### src/rtl/fifo_pop_serializer.sv
// -----------------------------------------------------------------------------
// fifo_pop_serializer
//
// Pops DATA_WIDTH-bit words from an upstream show-ahead FIFO and emits each
// word as N = DATA_WIDTH/OUT_WIDTH beats of OUT_WIDTH bits, LSB slice first,
// over a valid/ready handshake. A word is popped only when it can be loaded
// at once: from IDLE, or on the handshake of the final beat of the current
// word, so back-to-back words stream with no bubble.
//
// State table
//   IDLE  | no word held, output invalid
//   SHIFT | word held in the shift register, beats pending
//
// Ports
//   clk_i         clock, rising edge
//   rst_ni        asynchronous active-low reset
//   flush_i       synchronous abort of the word in progress
//   fifo_empty_i  upstream FIFO empty flag
//   fifo_data_i   upstream FIFO head word (valid when fifo_empty_i = 0)
//   fifo_pop_o    pop strobe to the upstream FIFO (combinational)
//   valid_o       output beat valid
//   ready_i       downstream accepts the beat
//   data_o        output beat
//   last_o        current beat is the final slice of its word
//   busy_o        a word is held
// -----------------------------------------------------------------------------
module fifo_pop_serializer #(
  parameter int DATA_WIDTH = 32,
  parameter int OUT_WIDTH  = 8
) (
  input  logic                  clk_i,
  input  logic                  rst_ni,
  input  logic                  flush_i,
  input  logic                  fifo_empty_i,
  input  logic [DATA_WIDTH-1:0] fifo_data_i,
  output logic                  fifo_pop_o,
  output logic                  valid_o,
  input  logic                  ready_i,
  output logic [OUT_WIDTH-1:0]  data_o,
  output logic                  last_o,
  output logic                  busy_o
);

  localparam int N     = DATA_WIDTH / OUT_WIDTH;
  localparam int CNT_W = (N > 1) ? $clog2(N) : 1;
  localparam logic [CNT_W-1:0] LAST_CNT = CNT_W'(N - 1);

  if ((OUT_WIDTH < 1) || (DATA_WIDTH < OUT_WIDTH) ||
      ((DATA_WIDTH % OUT_WIDTH) != 0)) begin : g_bad_width
    $error("fifo_pop_serializer: DATA_WIDTH must be a positive multiple of OUT_WIDTH");
  end

  typedef enum logic {
    IDLE  = 1'b0,
    SHIFT = 1'b1
  } state_e;

  state_e                state_q;
  logic [DATA_WIDTH-1:0] sreg_q;
  logic [CNT_W-1:0]      cnt_q;

  logic                  at_last;
  logic                  handshake;
  logic                  pop;
  logic [DATA_WIDTH-1:0] sreg_shifted;

  // With a single slice per word the shift path is never taken; tie it off
  // so no out-of-range part-select is generated.
  if (N > 1) begin : g_shift
    assign sreg_shifted = {{OUT_WIDTH{1'b0}}, sreg_q[DATA_WIDTH-1:OUT_WIDTH]};
  end else begin : g_no_shift
    assign sreg_shifted = '0;
  end

  assign at_last   = (cnt_q == LAST_CNT);
  assign handshake = (state_q == SHIFT) && ready_i;

  // Pop only when the word is loaded on the same edge. rst_ni is folded in
  // because the FSM sits in IDLE throughout reset and would otherwise request
  // a pop from a non-empty FIFO before the block is running.
  assign pop = rst_ni && !flush_i && !fifo_empty_i &&
               ((state_q == IDLE) || (handshake && at_last));

  always_ff @(posedge clk_i or negedge rst_ni) begin
    if (!rst_ni) begin
      state_q <= IDLE;
      cnt_q   <= '0;
      sreg_q  <= '0;
    end else if (flush_i) begin
      // Flush wins over every transition; the shift register is left as is
      // because data_o is only meaningful while valid_o is high.
      state_q <= IDLE;
      cnt_q   <= '0;
    end else begin
      case (state_q)
        IDLE: begin
          if (pop) begin
            sreg_q  <= fifo_data_i;
            cnt_q   <= '0;
            state_q <= SHIFT;
          end
        end
        SHIFT: begin
          if (handshake) begin
            if (!at_last) begin
              sreg_q <= sreg_shifted;
              cnt_q  <= cnt_q + CNT_W'(1);
            end else if (pop) begin
              sreg_q <= fifo_data_i;
              cnt_q  <= '0;
            end else begin
              cnt_q   <= '0;
              state_q <= IDLE;
            end
          end
        end
        default: begin
          state_q <= IDLE;
          cnt_q   <= '0;
        end
      endcase
    end
  end

  assign fifo_pop_o = pop;
  assign valid_o    = (state_q == SHIFT);
  assign busy_o     = valid_o;
  assign data_o     = sreg_q[OUT_WIDTH-1:0];
  assign last_o     = valid_o && at_last;

endmodule

### config.mk
export PLATFORM = sky130hd
export DESIGN_NAME = fifo_pop_serializer
export DESIGN_NICKNAME = d
export VERILOG_FILES = /design/src/rtl/fifo_pop_serializer.sv
export SDC_FILE = /design/constraint.sdc
export NUM_CORES = 1
export LEC_CHECK = 0
export CAP_MARGIN = 25
export CORE_ASPECT_RATIO = 1.5
export CORE_MARGIN = 2
export CORE_UTILIZATION = 30
export CTS_CLUSTER_SIZE = 25
export DETAILED_ROUTE_END_ITERATION = 7
export SKIP_LAST_GASP = 1
export SLEW_MARGIN = 20
export SYNTH_ARGS = -nofsm -noshare
export SYNTH_HDL_FRONTEND = slang
export SYNTH_SLANG_ARGS = --single-unit
### constraint.sdc
create_clock -name clk_i -period 3.1 [get_ports clk_i]
set_clock_uncertainty 0.05 [all_clocks]
set_input_delay 0.31 -clock clk_i [delete_from_list [all_inputs] [get_ports clk_i]]
set_output_delay 0.31 -clock clk_i [all_outputs]
set_load 0.03 [all_outputs]
### After elaboration in Yosys (flattened, before gate mapping)

Index checks and enable logic that the tools add are counted.

* add/subtract/negate cells: 1
* eq/ne operators: 4
* muxes and demuxes: 14
* bitwise operators: 2
* reduce and logical (&&, ||, !) cells: 11

Operator list (number)
* 2-to-1 mux 32 bit: 3
* case mux 32 bit (2 select lines): 1
* 2-to-1 mux 2 bit: 4
* logical AND 1 bit: 6
* 2-to-1 mux 1 bit: 4
* case mux 2 bit (2 select lines): 1
* AND reduction 2 bit: 2
* != test 3 x 2 -> 1 bit (second input constant): 1
* != test 3 bit (second input constant): 1
* adder 2 x 1 -> 2 bit (second input constant): 1
* == test 2 bit (second input constant): 1
* zero test 1 bit: 2
* != test 2 x 1 -> 1 bit (second input constant): 1
* NOT 1 bit: 2
* case mux 1 bit (2 select lines): 1
* logical OR 1 bit: 1

* register bits: 35
* output and inout bits: 12
* logic and storage cells: 35

### Longest topological paths before layout

* depth after elaboration: 9
* depth in mapped cells: 6
* depth with buffers taken out: 4

### Worst setup path after synthesis

Ideal clock, no wire load.

* path kind: reg-to-reg
* start: register cnt_q[0]
* end: register sreg_q[0]
* setup time: 0.073 ns
* arrival: 1.496 ns
* path slack: 1.481 ns
* stages on the path, launching flop included: 6
* clock period less this slack: 1.619 ns
* path through: dfrtp_1 ha_1 nand2b_1 a221o_1 buf_6 a21oi_2

* word-level cells in the longest chain between the ends: 8

RTL lines
* from (decl): RTL line 60 `logic [CNT_W-1:0] cnt_q;`
* from (signal assigned): RTL line 107 `cnt_q <= cnt_q + CNT_W'(1);`
* == test 2 bit (*): RTL line 75 `assign at_last = (cnt_q == LAST_CNT);`
* logical AND 1 bit: RTL line 82 `((state_q == IDLE) || (handshake && at_last));`
* logical OR 1 bit: RTL line 82
* logical AND 1 bit: RTL line 81 `assign pop = rst_ni && !flush_i && !fifo_empty_i &&`
* 2-to-1 mux 32 bit
* 2-to-1 mux 32 bit: RTL line 105 `if (!at_last) begin`
* 2-to-1 mux 32 bit: RTL line 104 `if (handshake) begin`
* case mux 32 bit (2 select lines) (*): RTL line 95 `case (state_q)`
* to (signal assigned): RTL line 98 `sreg_q <= fifo_data_i;`
* to (signal assigned): RTL line 106 `sreg_q <= sreg_shifted;`
* to (signal assigned): RTL line 109 `sreg_q <= fifo_data_i;`
* to (decl): RTL line 59 `logic [DATA_WIDTH-1:0] sreg_q;`

Every way passes the cells marked *; elsewhere a longest branch is shown, timed or not. The select of a mux whose other input is x is not followed.
A chain may end at the register's enable or synchronous reset.

### Final worst setup path

* start: input port rst_ni
* end: register sreg_q[26]

* word-level cells in the longest chain between the ends: 7

RTL lines
* from (decl): RTL line 32 `input logic rst_ni,`
* logical AND 1 bit (*) (3 in a row): RTL line 81
* 2-to-1 mux 32 bit (*)
* 2-to-1 mux 32 bit (2 in a row)
* case mux 32 bit (2 select lines) (*)

Marks and branches as above.

==> run metrics <==
outcome=finished clean; placed insts=281; switching share of power=30.4%; FMAX=around 450 MHz; Avg Cell Area, Syn=11.3 um^2; MaxCap Viol Count=0; Comb power frac=approximately 27%; NetSw=between 0.0003 and 0.0004 W; Num CTS Buffers=5; Post-synth top cells=dfrtp_1 (35), inv_1 (25), a21oi_2 (20), o32ai_2 (20), buf_4 (11); Initial Util=between 30 and 40%; GR Util All Layers=between 10% and 20%; worst setup margin=~0.9 ns; H-tree levels=2; Final #Nets=251; filler cell count=~670; vias per cell=4.74; WL final=around 4000 um; Ports=49; Max VDD drop=0.000231 V; r2r worst-path depth=5; Slew headroom=between 40% and 50%; Seq/Total Area, Yosys=44.5%; Final period util=a little under three quarters; TNS Setup=0 ns; maximum clock path buffer count=2; worst reg2reg path endpoint=sreg_q[21]; Pleak=1.04 nW; global-route wire length before repair=7000 um; initial antenna violation count=0; setup slack, reg-to-reg=roughly 1.3 ns; CP max stage cell=nor3b_1; Critical R2R Launch=cnt_q[0]; area grow syn2layout=26.8%; final count of hold timing violations=0; DP Area=around 2400 um^2; top-area cell type share of the netlist area=44.5%; Crit path arrival time=approximately 2.4 ns; Clock power frac=24.7%; CP top delay family=buffers and inverters; RSZ-0062 raised after global routing=false; Synth cell types=26; Synth Net Count=~210; Flop pwr share=48.5%; fin cells=288; clock root buffer=clkbuf_8; gpl congestion=0.717; worst skew pair latency=roughly 0.28 ns; port bufs=between 40 and 50; type of the most critical hold path=in2async; clk slew on worst S/H paths=approximately 0.060 ns; CTS tree=done; Mapped Area=1970 um^2; Async SR Flop Fraction=100%; Starting DRT DRC Count=27; max-slew violations=0; Diodes inserted=0; Die Y=slightly above 100 um; grt ovf=0; CP endpoint=sreg_q[26]; Synth warnings=0; Setup crit start kind=primary input; Bufs and invs on worst path=3; WP data required=around 3.3 ns; setup bufs post-CTS=0; Post-route DRC=0; crit path cell chain=dlygate4sd3_1 > buf_2 > buf_4 > nor3b_1 > nand3_1 > o21ai_0; FF+latch count, synth=35; Die X=~70 um; Synth Instances=around 170; synth top area cells=dfrtp_1 (45%), o32ai_2 (17%), a21oi_2 (8.9%); final setup violation count=0; post-place setup slack=between 1 and 1.5 ns; DIE AREA=around 7200 um^2; Rows=36; crit path time final=~2.2 ns; Pwr Density=between 400 and 500 nW/um^2; Sinks on Clock Net=35; internal power=approximately 0.00085 W; Vias=1366; critical path depth in cells=6; fin area=2490 um^2; Wirelength per Cell=between 10 and 15 um; Post-synth EDFFs=0; share of layout cells above drive strength 1=between 20% and 30%; Worst setup EP type=flop; crit path kind=in2reg; remaining antenna violation count=0; Critical Path Start=rst_ni; Worst Tran Pin Value=around 0.8 ns; HPWL Detailed=around 2600 um; worst-path fanout max=35; vias in the first global route=1414; most frequent cell after synthesis=dfrtp_1; DR pass1 iterations=4; area leader, netlist=dfrtp_1; slowest stage delay, CP=slightly above 0.7 ns; ys flop type=dfrtp_1; largest net degree at the start of global routing=36; Core Box Area=roughly 6400 um^2
==> placed cells by master (no fill, tap or decap), types with 2 or more instances in the layout <==
master | Yosys | layout
nand3_1 | 8 | 8
a21oi_1 | 7 | 7
nand2b_1 | 2 | 2
nand2_1 | 10 | 10
nand3b_1 | 2 | 2
dfrtp_1 | 35 | 35
o32ai_2 | 20 | 20
o21ai_0 | 8 | 8
clkbuf_8 | 0 | 5
inv_1 | 25 | 25
o32ai_1 | 4 | 4
clkdlybuf4s50_1 | 0 | 46
a21oi_2 | 20 | 20
buf_4 | 11 | 6
==> per-layer routing <==
| metal | GRT usage (%) | vias to the layer above | part of all wire, % |
|---|---|---|---|
| li1 | - | 681 | - |
| met1 | 15.9 | 640 | 44 |
| met2 | 19.8 | 41 | 49 |
| met3 | 3.10 | 4 | 5.3 |
| met4 | 5.33 | 0 | 1.5 |
| met5 | 0 | - | 0 |
==> flip-flops by register name, indices dropped and copies added (netlist names) <==
name and flops:
busy_o 1, cnt_q 2, sreg_q 32
==> how the worst min path moves through the flow <==
stage                 from        to  slack, ns  cells past startpoint
global placement    rst_ni  cnt_q[1]       0.07                      1
global route        rst_ni  cnt_q[1]       0.31                      2
CTS                 rst_ni  cnt_q[1]       0.30                      2
finish              rst_ni  cnt_q[1]       0.30                      2
detailed placement  rst_ni  cnt_q[1]       0.07                      1
floorplan           rst_ni    busy_o      -0.04                      0
==> metrics by stage <==
| step | hold WS, ns | util, % | total power [W] |
|---|---|---|---|
| after global placement | 0.0669 | 37.5 | 0.000931 |
| after global routing | 0.310 | 38.7 | 0.00130 |
| after CTS | 0.295 | 38.7 | 0.00124 |
| after floorplan | -0.0356 | - | 0.000835 |
| final | 0.305 | 38.7 | 0.00122 |
| after detailed placement | 0.0660 | 37.5 | 0.000936 |
==> final cells by class <==
type	instances	area (um^2)	share of cell area, %
inverter	25	93.8	3.76
multi-input combinational	92	837	33.6
clock buffer	6	72.6	2.91
timing repair buffer	54	520	20.9
sequential	35	876	35.1
tap	76	95.1	3.81
==> worst reg2reg max path, stage by stage (launching register included) <==
cell and delay (ns):
dfrtp_1 0.40, ha_1 0.29, nand2b_1 0.17, a221o_1 0.32, buf_4 0.26, a21oi_1 0.19
==> kinds of logic after synthesis <==
group | count (synthesis) | synth area share (%)
buffers and inverters | 47 | 13.2
adders and majority gates | 1 | 0.636
and+or+nand+nor | 27 | 7.63
DFF | 35 | 44.5
AOI/OAI and AO/OA | 62 | 33.0
muxes | 1 | 0.572
xor gates and xnor gates | 1 | 0.445
==> power by group through the flow <==
stage / sequential (W) / combinational [W] / clock [W]
2_1_floorplan: 0.000593 / 0.000241 / 0
3_3_place_gp: 0.000601 / 0.000330 / 0
3_5_place_dp: 0.000603 / 0.000333 / 0
4_1_cts: 0.000594 / 0.000335 / 0.000315
5_1_grt: 0.000606 / 0.000362 / 0.000334
6_report: 0.000594 / 0.000329 / 0.000302
==> repair_timing <==
item / in CTS / in global routing
endpoints found under the setup margin: 0 / 0
gates resized for setup: 0 / 0
hold buffers: 1 / 0
endpoints found under the hold margin: 2 / 0
No activity file was read; power rests on OpenSTA's default activity.
